File: src/rtl/agu_param_pkg.sv
// Shared constants, state encoding and width helpers for the parametrised FFT AGU.
package agu_param_pkg;

    localparam int N_LOG2_MAX_DEF = 10;
    localparam int BFU_LAT_DEF    = 4;
    localparam int BATCH_W_DEF    = 8;

    typedef enum logic [2:0] {
        ST_IDLE,
        ST_RUN,
        ST_FLUSH,
        ST_WAIT,
        ST_DONE
    } agu_state_t;

    // Bits needed to hold values 0..max_val, never less than one bit.
    function automatic int cnt_w(input int max_val);
        return (max_val < 2) ? 1 : $clog2(max_val + 1);
    endfunction

endpackage

File: src/rtl/agu_addr_calc.sv
// Combinational butterfly descriptor mapping: (stage, group, j) -> operand
// addresses, twiddle index and end-of-loop flags for a radix-2 DIT schedule.
module agu_addr_calc
    import agu_param_pkg::*;
#(
    parameter int N_LOG2_MAX = N_LOG2_MAX_DEF
) (
    input  logic [$clog2(N_LOG2_MAX+1)-1:0] log2n,
    input  logic [$clog2(N_LOG2_MAX)-1:0]   stage,
    input  logic [N_LOG2_MAX-1:0]           group,
    input  logic [N_LOG2_MAX-1:0]           j,
    output logic [N_LOG2_MAX-1:0]           addr_a,
    output logic [N_LOG2_MAX-1:0]           addr_b,
    output logic [N_LOG2_MAX-2:0]           twiddle_idx,
    output logic                            last_j,
    output logic                            last_group,
    output logic                            last_stage
);

    localparam int AW = N_LOG2_MAX;
    localparam int LW = $clog2(N_LOG2_MAX + 1);
    localparam int SW = $clog2(N_LOG2_MAX);
    // Common width for log2n/stage arithmetic so neither operand truncates.
    localparam int CW = ((LW > SW) ? LW : SW) + 1;
    localparam logic [AW-1:0] ONE = AW'(1);

    logic [CW-1:0] log2n_w;
    logic [CW-1:0] stage_w;
    logic [CW-1:0] gshift;
    logic [SW:0]   pair_sh;
    logic [SW-1:0] tw_sh;
    logic [AW-1:0] stride;
    logic [AW-1:0] grp_max;

    assign log2n_w = CW'(log2n);
    assign stage_w = CW'(stage);

    // Butterfly span is 2^stage; each group covers two spans.
    assign stride  = ONE << stage;
    assign pair_sh = {1'b0, stage} + (SW+1)'(1);
    assign addr_a  = (group << pair_sh) + j;
    assign addr_b  = addr_a + stride;

    // Twiddle ROM is sized for the largest FFT, so the index is scaled
    // to N_MAX regardless of the programmed size.
    assign tw_sh       = SW'(AW - 1) - stage;
    assign twiddle_idx = j[AW-2:0] << tw_sh;

    // Groups per stage = 2^(log2n - stage - 1).
    assign gshift  = log2n_w - stage_w - CW'(1);
    assign grp_max = (ONE << gshift) - ONE;

    assign last_j     = (j == stride - ONE);
    assign last_group = (group == grp_max);
    assign last_stage = (stage_w == log2n_w - CW'(1));

endmodule

File: src/rtl/agu_param.sv
// Run-time sized radix-2 DIT address generation unit. Sequences butterfly
// descriptors stage by stage with BFU backpressure, flushes the BFU pipeline
// between stages, ping-pongs the RAM banks, and repeats over a frame batch.
module agu_param
    import agu_param_pkg::*;
#(
    parameter int N_LOG2_MAX = N_LOG2_MAX_DEF,
    parameter int BFU_LAT    = BFU_LAT_DEF,
    parameter int BATCH_W    = BATCH_W_DEF
) (
    input  logic                            clk,
    input  logic                            rst_n,
    input  logic                            start,
    input  logic                            abort,
    input  logic [$clog2(N_LOG2_MAX+1)-1:0] cfg_log2n,
    input  logic                            cfg_inverse,
    input  logic [BATCH_W-1:0]              cfg_batches,
    input  logic                            issue_ready,
    input  logic                            next_ready,
    output logic                            issue_valid,
    output logic [N_LOG2_MAX-1:0]           rd_addrA,
    output logic [N_LOG2_MAX-1:0]           rd_addrB,
    output logic [N_LOG2_MAX-2:0]           twiddle_idx,
    output logic                            tw_conj,
    output logic [$clog2(N_LOG2_MAX)-1:0]   stage,
    output logic                            bank_sel,
    output logic [BATCH_W-1:0]              batch_idx,
    output logic                            busy,
    output logic                            done,
    output logic                            cfg_err
);

    localparam int AW = N_LOG2_MAX;
    localparam int LW = $clog2(N_LOG2_MAX + 1);
    localparam int SW = $clog2(N_LOG2_MAX);
    localparam int FW = cnt_w(BFU_LAT - 1);
    localparam logic [AW-1:0]      ONE        = AW'(1);
    localparam logic [FW-1:0]      FLUSH_INIT = FW'(BFU_LAT - 1);
    localparam logic [LW-1:0]      LOG2N_MAX  = LW'(N_LOG2_MAX);
    localparam logic [BATCH_W-1:0] BATCH_ONE  = BATCH_W'(1);

    agu_state_t         state_q, state_d;
    logic [SW-1:0]      stage_q, stage_d;
    logic [AW-1:0]      group_q, group_d;
    logic [AW-1:0]      j_q, j_d;
    logic [BATCH_W-1:0] batch_q, batch_d;
    logic               bank_q, bank_d;
    logic [FW-1:0]      flush_q, flush_d;
    logic [LW-1:0]      log2n_q, log2n_d;
    logic               inv_q, inv_d;
    logic [BATCH_W-1:0] batches_q, batches_d;
    logic               cfg_err_q, cfg_err_d;

    logic [AW-1:0]      addr_a;
    logic [AW-1:0]      addr_b;
    logic [AW-2:0]      tw_idx;
    logic               last_j;
    logic               last_group;
    logic               last_stage;
    logic               cfg_bad;
    logic               in_run;

    agu_addr_calc #(
        .N_LOG2_MAX (N_LOG2_MAX)
    ) u_addr_calc (
        .log2n       (log2n_q),
        .stage       (stage_q),
        .group       (group_q),
        .j           (j_q),
        .addr_a      (addr_a),
        .addr_b      (addr_b),
        .twiddle_idx (tw_idx),
        .last_j      (last_j),
        .last_group  (last_group),
        .last_stage  (last_stage)
    );

    assign cfg_bad = (cfg_log2n == '0) || (cfg_log2n > LOG2N_MAX) || (cfg_batches == '0);

    // Next-state and counter update; abort overrides every transition.
    always_comb begin
        state_d   = state_q;
        stage_d   = stage_q;
        group_d   = group_q;
        j_d       = j_q;
        batch_d   = batch_q;
        bank_d    = bank_q;
        flush_d   = flush_q;
        log2n_d   = log2n_q;
        inv_d     = inv_q;
        batches_d = batches_q;
        cfg_err_d = 1'b0;

        if (abort) begin
            state_d = ST_IDLE;
            stage_d = '0;
            group_d = '0;
            j_d     = '0;
            batch_d = '0;
            bank_d  = 1'b0;
            flush_d = '0;
        end else begin
            unique case (state_q)
                ST_IDLE: begin
                    if (start) begin
                        log2n_d   = cfg_log2n;
                        inv_d     = cfg_inverse;
                        batches_d = cfg_batches;
                        if (cfg_bad) begin
                            cfg_err_d = 1'b1;
                        end else begin
                            state_d = ST_RUN;
                            stage_d = '0;
                            group_d = '0;
                            j_d     = '0;
                            batch_d = '0;
                            bank_d  = 1'b0;
                        end
                    end
                end
                ST_RUN: begin
                    // j is the inner loop within a group, group the outer.
                    if (issue_ready) begin
                        if (last_j) begin
                            j_d = '0;
                            if (last_group) begin
                                group_d = '0;
                                flush_d = FLUSH_INIT;
                                state_d = ST_FLUSH;
                            end else begin
                                group_d = group_q + ONE;
                            end
                        end else begin
                            j_d = j_q + ONE;
                        end
                    end
                end
                ST_FLUSH: begin
                    if (flush_q != '0) begin
                        flush_d = flush_q - FW'(1);
                    end else if (!last_stage) begin
                        stage_d = stage_q + SW'(1);
                        group_d = '0;
                        j_d     = '0;
                        bank_d  = ~bank_q;
                        state_d = ST_RUN;
                    end else if (batch_q != batches_q - BATCH_ONE) begin
                        state_d = ST_WAIT;
                    end else begin
                        state_d = ST_DONE;
                    end
                end
                ST_WAIT: begin
                    if (next_ready) begin
                        batch_d = batch_q + BATCH_ONE;
                        stage_d = '0;
                        group_d = '0;
                        j_d     = '0;
                        bank_d  = 1'b0;
                        state_d = ST_RUN;
                    end
                end
                ST_DONE: begin
                    if (!start) begin
                        state_d = ST_IDLE;
                    end
                end
                default: begin
                    state_d = ST_IDLE;
                end
            endcase
        end
    end

    // State, counter and latched-config registers.
    always_ff @(posedge clk or negedge rst_n) begin
        if (!rst_n) begin
            state_q   <= ST_IDLE;
            stage_q   <= '0;
            group_q   <= '0;
            j_q       <= '0;
            batch_q   <= '0;
            bank_q    <= 1'b0;
            flush_q   <= '0;
            log2n_q   <= '0;
            inv_q     <= 1'b0;
            batches_q <= '0;
            cfg_err_q <= 1'b0;
        end else begin
            state_q   <= state_d;
            stage_q   <= stage_d;
            group_q   <= group_d;
            j_q       <= j_d;
            batch_q   <= batch_d;
            bank_q    <= bank_d;
            flush_q   <= flush_d;
            log2n_q   <= log2n_d;
            inv_q     <= inv_d;
            batches_q <= batches_d;
            cfg_err_q <= cfg_err_d;
        end
    end

    // Descriptor fields read as zero whenever no butterfly is being offered.
    assign in_run      = (state_q == ST_RUN);
    assign issue_valid = in_run;
    assign rd_addrA    = in_run ? addr_a : '0;
    assign rd_addrB    = in_run ? addr_b : '0;
    assign twiddle_idx = in_run ? tw_idx : '0;
    assign tw_conj     = inv_q;
    assign stage       = stage_q;
    assign bank_sel    = bank_q;
    assign batch_idx   = batch_q;
    assign busy        = in_run || (state_q == ST_FLUSH) || (state_q == ST_WAIT);
    assign done        = (state_q == ST_DONE);
    assign cfg_err     = cfg_err_q;

endmodule

File: config.mk
export PLATFORM = sky130hd
export DESIGN_NAME = agu_param
export DESIGN_NICKNAME = d
export VERILOG_FILES = /design/src/rtl/agu_param_pkg.sv /design/src/rtl/agu_addr_calc.sv /design/src/rtl/agu_param.sv
export SDC_FILE = /design/constraint.sdc
export NUM_CORES = 1
export LEC_CHECK = 0
export BUFFER_PORTS_ARGS = -buffer_cell sky130_fd_sc_hd__buf_2
export CAP_MARGIN = 20
export CORE_MARGIN = 1
export CORE_UTILIZATION = 55
export DETAILED_ROUTE_END_ITERATION = 10
export HOLD_SLACK_MARGIN = 0.1
export PLACE_DENSITY = 0.76
export SLEW_MARGIN = 30
export SYNTH_ARGS = -nofsm -noshare
export SYNTH_HDL_FRONTEND = slang
export SYNTH_SLANG_ARGS = --single-unit
export TNS_END_PERCENT = 10
File: constraint.sdc
create_clock -name clk -period 10 [get_ports clk]
set_input_delay 2 -clock clk [delete_from_list [all_inputs] [get_ports clk]]
set_output_delay 2 -clock clk [all_outputs]
set_load 0.03 [all_outputs]
Word-level counts from Yosys, hierarchy flattened
Index checks and enable logic that the tools add are counted.
{"block": "op_classes", "reduce_logical": 19, "shifts": 4, "n_eq_ne": 18, "n_addsub": 15, "n_lt_le_gt_ge": 1, "mux": 58, "bitwise_logic": 2}
{"cell": "10-bit two-way mux", "count": 14}
{"cell": "10-bit case mux with 4 select lines", "count": 2}
{"cell": "3-bit two-way mux", "count": 11}
{"cell": "8-bit two-way mux", "count": 4}
{"cell": "3-bit inequality test, second input constant", "count": 10}
{"cell": "4-bit two-way mux", "count": 6}
{"cell": "10-bit by 1-bit adder with 10-bit output, second input constant", "count": 2}
{"cell": "10-bit adder", "count": 2}
{"cell": "10-bit equality test", "count": 2}
{"cell": "10-bit by 1-bit subtractor with 10-bit output, second input constant", "count": 2}
{"cell": "8-bit case mux with 2 select lines", "count": 1}
{"cell": "8-bit AND reduction", "count": 2}
{"cell": "3-bit case mux with 5 select lines", "count": 1}
{"cell": "4-bit case mux with 3 select lines", "count": 1}
{"cell": "1-bit two-way mux", "count": 10}
{"cell": "2-bit two-way mux", "count": 5}
{"cell": "1-bit by 4-bit left shift with 10-bit output, first input constant", "count": 1}
{"cell": "1-bit by 5-bit left shift with 10-bit output, first input constant", "count": 1}
{"cell": "10-bit by 5-bit left shift with 10-bit output", "count": 1}
{"cell": "9-bit two-way mux", "count": 1}
{"cell": "9-bit by 4-bit left shift with 9-bit output", "count": 1}
{"cell": "8-bit by 1-bit adder with 8-bit output, second input constant", "count": 1}
{"cell": "8-bit zero test", "count": 1}
{"cell": "8-bit inequality test", "count": 1}
{"cell": "other kinds (28)", "count": 34}
{"block": "word_totals", "ff_bits": 52, "word_cells": 128}

Depth between registers and ports, before layout
{"block": "logic_depth", "ltp_word": 10, "depth_mapped": 25, "mapped_depth_nobuf": 23}

By module
From an unflattened synthesis, not the netlist that was laid out.
{"block": "hier_totals", "hier_cells": 742, "hier_area_um2": 6078.3}
{"mod": "agu_param", "cells_each": 373, "seq_area_each_um2": 1301.2, "n_inst": 1, "area_per_inst_um2": 3407.0}
{"mod": "agu_addr_calc", "cells_each": 369, "seq_area_each_um2": 0.0, "n_inst": 1, "area_per_inst_um2": 2671.3}

Worst setup path after synthesis
Ideal clock, no wire load.
{"block": "synth_path", "path_kind": "reg-to-output", "startpoint": "register stage_q[0] (netlist: stage[0])", "endpoint": "output rd_addrB[9]", "arrival_ps": 5870, "stages_incl_launch_ff": 24, "path_slack_ps": 2130, "cell_sequence": "dfrtp_1 clkbuf_1 buf_1 clkbuf_1 inv_1 ha_1 clkbuf_1 clkbuf_1 nor3_1 ha_1 inv_1 fa_1 nor2b_1 o21ai_0 a21boi_0 o21ai_0 a21boi_0 nor2_1 ha_1 a2111o_1 a31o_2 a21oi_1 xor3_1 nor2_1"}
{"block": "synth_via", "elab_chain_len": 5, "word_cells_on_any_way": 6, "cone_classes": "add/sub: 3; shift: 2; mux: 1"}
{"item": "from (decl)", "line": "agu_param.sv:43", "source": "logic [SW-1:0] stage_q, stage_d;"}
{"item": "from (signal assigned)", "line": "agu_param.sv:191", "source": "stage_q <= stage_d;"}
{"item": "4-bit by 1-bit adder with 5-bit output", "line": "agu_addr_calc.sv:40", "source": "assign pair_sh = {1'b0, stage} + (SW+1)'(1);"}
{"item": "10-bit by 5-bit left shift with 10-bit output", "line": "agu_addr_calc.sv:41", "source": "assign addr_a = (group << pair_sh) + j;"}
{"item": "10-bit adder", "line": "agu_addr_calc.sv:41"}
{"item": "10-bit adder (*)", "line": "agu_addr_calc.sv:42", "source": "assign addr_b = addr_a + stride;"}
{"item": "10-bit two-way mux (*)", "line": "agu_param.sv:208", "source": "assign rd_addrB = in_run ? addr_b : '0;"}
{"item": "to (decl)", "line": "agu_param.sv:22", "source": "output logic [N_LOG2_MAX-1:0] rd_addrB,"}
Every way passes the cells marked *; elsewhere a longest branch is shown, timed or not.

Worst setup path after layout
{"block": "layout_path", "startpoint": "register stage_q[1] (netlist: stage[1])", "endpoint": "output rd_addrB[9]"}
The elaborated chain is that of the path after synthesis.

==> flow_summary_export.csv <==
group,metric,value,unit
run_status,outcome,"finished clean",
clock_tree,path_clk_slew,0.11,ns
drt,routed_wl,14300,um
global_routing,grt_usage,0.268,
global_routing,grt_pass1_vias,5120,
sta,fin_crit_sh,0.783,
placed_design,dp.cells,893,
synth,synth_flop_cell,"dfrtp_1",
placed_design,place_ws,2.39,ns
pwr,leakagePower,2.77,nW
cells_and_area,diodes,0,
placed_design,placed_area,6110,um2
cells_and_area,layout_commonest_cell,"buf_2",
flow_run,drv_cap,0,
clock_tree,root_buffer,"clkbuf_8",
drt,topRoutingLayerUsed,"met4",
synth,syn-cell-area,5810,um2
setup_path,path_max_fanout,22,
clock_tree,htreeDepth,2,
cells_and_area,layout_common_cells,"65 x buf_2, 55 x inv_1, 55 x nand2_1, 55 x nor2_1, 51 x dfrtp_1",
drt,dr_total_vias,5499,
synth,synth_top_cell_by_area,"dfrtp_1",
drt,wl_per_cell,15.9,um
global_routing,grt_max_degree,53,
global_routing,antenna_found_initial,0,
synth,synth.top_cell.area_share,0.224,
floorplanning,ios,66,
sta,max_slew.worst_pin.slew,0.863,ns
setup_path,endpoint_kind,"output port",
worst_hold_path,min_path_type,"flip-flop to flip-flop",
floorplanning,die_h,105,um
floorplanning,dieArea,11000,um2
cells_and_area,seqCellArea,1300,um2
cells_and_area,syn_to_final_growth,6.92,%
sta,fin_ws,2.17,ns
synth,synth_edf_count,0,
synth,synth_cell_types,77,
sta,finalCriticalPeriod,7.83,ns
placed_design,port-buffer-count,65,
clock_tree,cts-hold-fix-buffers,0,
clock_tree,clk_latency,0.32,ns
sta,max_freq,128,MHz
synth,synth_fp_nets,792,
synth,synth_cells,732,
setup_path,critPathKind,"flip-flop to output port",
floorplanning,initial_core_util,0.565,
clock_tree,cts_tree,"built",
drt,wl_met1,6330,um
synth,ys_ff_latch,52,
setup_path,arrival,5.83,ns
cells_and_area,fill_cells,964,
pwr,peakVddDrop,0.155,mV
clock_tree,cts_resized,0,
drt,drt_iter0_markers,373,
cells_and_area,stdcell_count,901,
cells_and_area,final_cell_area,6210,um2
drt,ant_nets,0,
placed_design,dp_hpwl,10900,um
global_routing,grt_overflow_total,0,
floorplanning,rows,37,
clock_tree,clock-sinks,52,
clock_tree,cts_setup_buffers,0,
synth,yosysWarnings,0,
sta,slew_violations,0,
sta,rsz0062_at_grt,"false",
drt,vias_per_cell,6.10,
floorplanning,core_area,10300,um2
drt,drc,0,
cells_and_area,drive_above_1_share,0.161,
synth,syn_avg_cell_area,7.93,um2
drt,first_pass_iters,5,
sta,setup_viol,0,
drt,wl_met2,7010,um
sta,relSlewSlack,0.425,
sta,fin_skew,0.00482,ns
synth,async_flop_share,1.00,
cells_and_area,num-nets-final,824,
pwr,powerDensity,193,nW/um2
global_routing,grt_pass1_wl,24100,um
pwr,p_total,0.00120,W
placed_design,gp_congestion,0.917,
synth,yosysSeqAreaShare,0.224,
drt,wl_met3,672,um
sta,hold_viol_final,0,
setup_path,setup.worst_path.start_class,"flip-flop",
clock_tree,clockBufferDepth,2,
clock_tree,cts_made_buffers,5,
cells_and_area,multi_input_area,4100,um2
setup_path,cp.required,8.00,ns
floorplanning,die_x,105,um
synth,synth_area_leaders,"dfrtp_1 22%, ha_1 8.2%, xnor2_1 4.2%, o21ai_0 4.1%, inv_1 3.6%",
sta,tns,0,ns
==> critical path, cell delays in order (launching register included) <==
cell      delay (ns)
dfrtp_1         0.92
inv_1           0.28
ha_1            0.63
nor3_1          0.32
ha_1            0.21
inv_1           0.05
fa_1            0.40
nor2b_1         0.12
o21ai_0         0.11
a21boi_0        0.33
o21ai_0         0.15
a21boi_0        0.32
nor2_1          0.10
ha_1            0.23
a2111o_1        0.39
a31o_2          0.24
a21oi_1         0.16
xor3_1          0.23
nor2_1          0.08
buf_2           0.21
==> path summary, 6_finish.rpt <==
| path | from | end | slack (ns) | cells after the start |
|---|---|---|---|---|
| min in group asynchronous | rst_n | group_q[8]$_DFFE_PN0P_ | 1.79 | 2 |
| max reg2reg | stage[0]$_DFFE_PN0P_ | group_q[2]$_DFFE_PN0P_ | 4.83 | 16 |
| max | stage[1]$_DFFE_PN0P_ | rd_addrB[9] | 2.17 | 19 |
| min reg2reg | bank_sel$_DFFE_PN0P_ | bank_sel$_DFFE_PN0P_ | 0.49 | 1 |
| max in group asynchronous | rst_n | stage[0]$_DFFE_PN0P_ | 7.72 | 2 |
| min | bank_sel$_DFFE_PN0P_ | bank_sel$_DFFE_PN0P_ | 0.49 | 1 |
==> cell usage after synthesis, types with 11 or more instances <==
| cell | n |
|---|---|
| dfrtp_1 | 52 |
| ha_1 | 38 |
| nand3_1 | 23 |
| or3_1 | 11 |
| xor2_1 | 14 |
| mux2i_1 | 15 |
| nor2_1 | 55 |
| nand2b_1 | 16 |
| mux2_2 | 16 |
| a21oi_1 | 37 |
| o21ai_0 | 48 |
| nor2b_1 | 11 |
| nor3_1 | 37 |
| clkbuf_1 | 26 |
| inv_1 | 55 |
| xnor2_1 | 28 |
| and3_1 | 14 |
| nand2_1 | 55 |
==> registers in the layout, indices dropped and copies added (netlist names) <==
name       flops
group_q       10
j_q           10
batch_idx      8
batches_q      8
log2n_q        4
stage          4
state_q        3
flush_q        2
bank_sel       1
cfg_err        1
tw_conj        1
==> layer usage <==
metal / GRT usage / vias up
met2: 0.473 / 172
met3: 0.0324 / 25
li1: - / 2698
met1: 0.337 / 2604
met5: 0 / -
met4: 0.0895 / 0
==> stage by stage <==
step | util | hold slack, ns
after global placement | 0.595 | 0.468
final | 0.604 | 0.491
after global routing | 0.604 | 0.524
after floorplan | - | 0.479
after CTS | 0.604 | 0.496
after detailed placement | 0.595 | 0.469
==> cell families after synthesis <==
kind of cell	share of synthesized area
and+or+nand+nor	0.259
DFF	0.224
xor gates and xnor gates	0.0702
adders and majority gates	0.0922
AOI/OAI and AO/OA	0.204
buffers and inverters	0.0705
muxes	0.0802
==> final cells by class <==
type | count | area share
Timing Repair Buffer | 66 | 0.0536
Clock buffer | 5 | 0.0111
Inverter | 56 | 0.0339
Clock inverter | 3 | 0.00443
Sequential cell | 52 | 0.210
Tap cell | 136 | 0.0274
Multi-Input combinational cell | 583 | 0.660
==> power by group <==
part / switching [W] / total [W] / internal (W)
Clock: 0.0000827 / 0.000134 / 0.0000516
Sequential: 0.0000643 / 0.000311 / 0.000247
Combinational: 0.000449 / 0.000752 / 0.000302
Note: power is estimated with default switching activity, not from simulation.
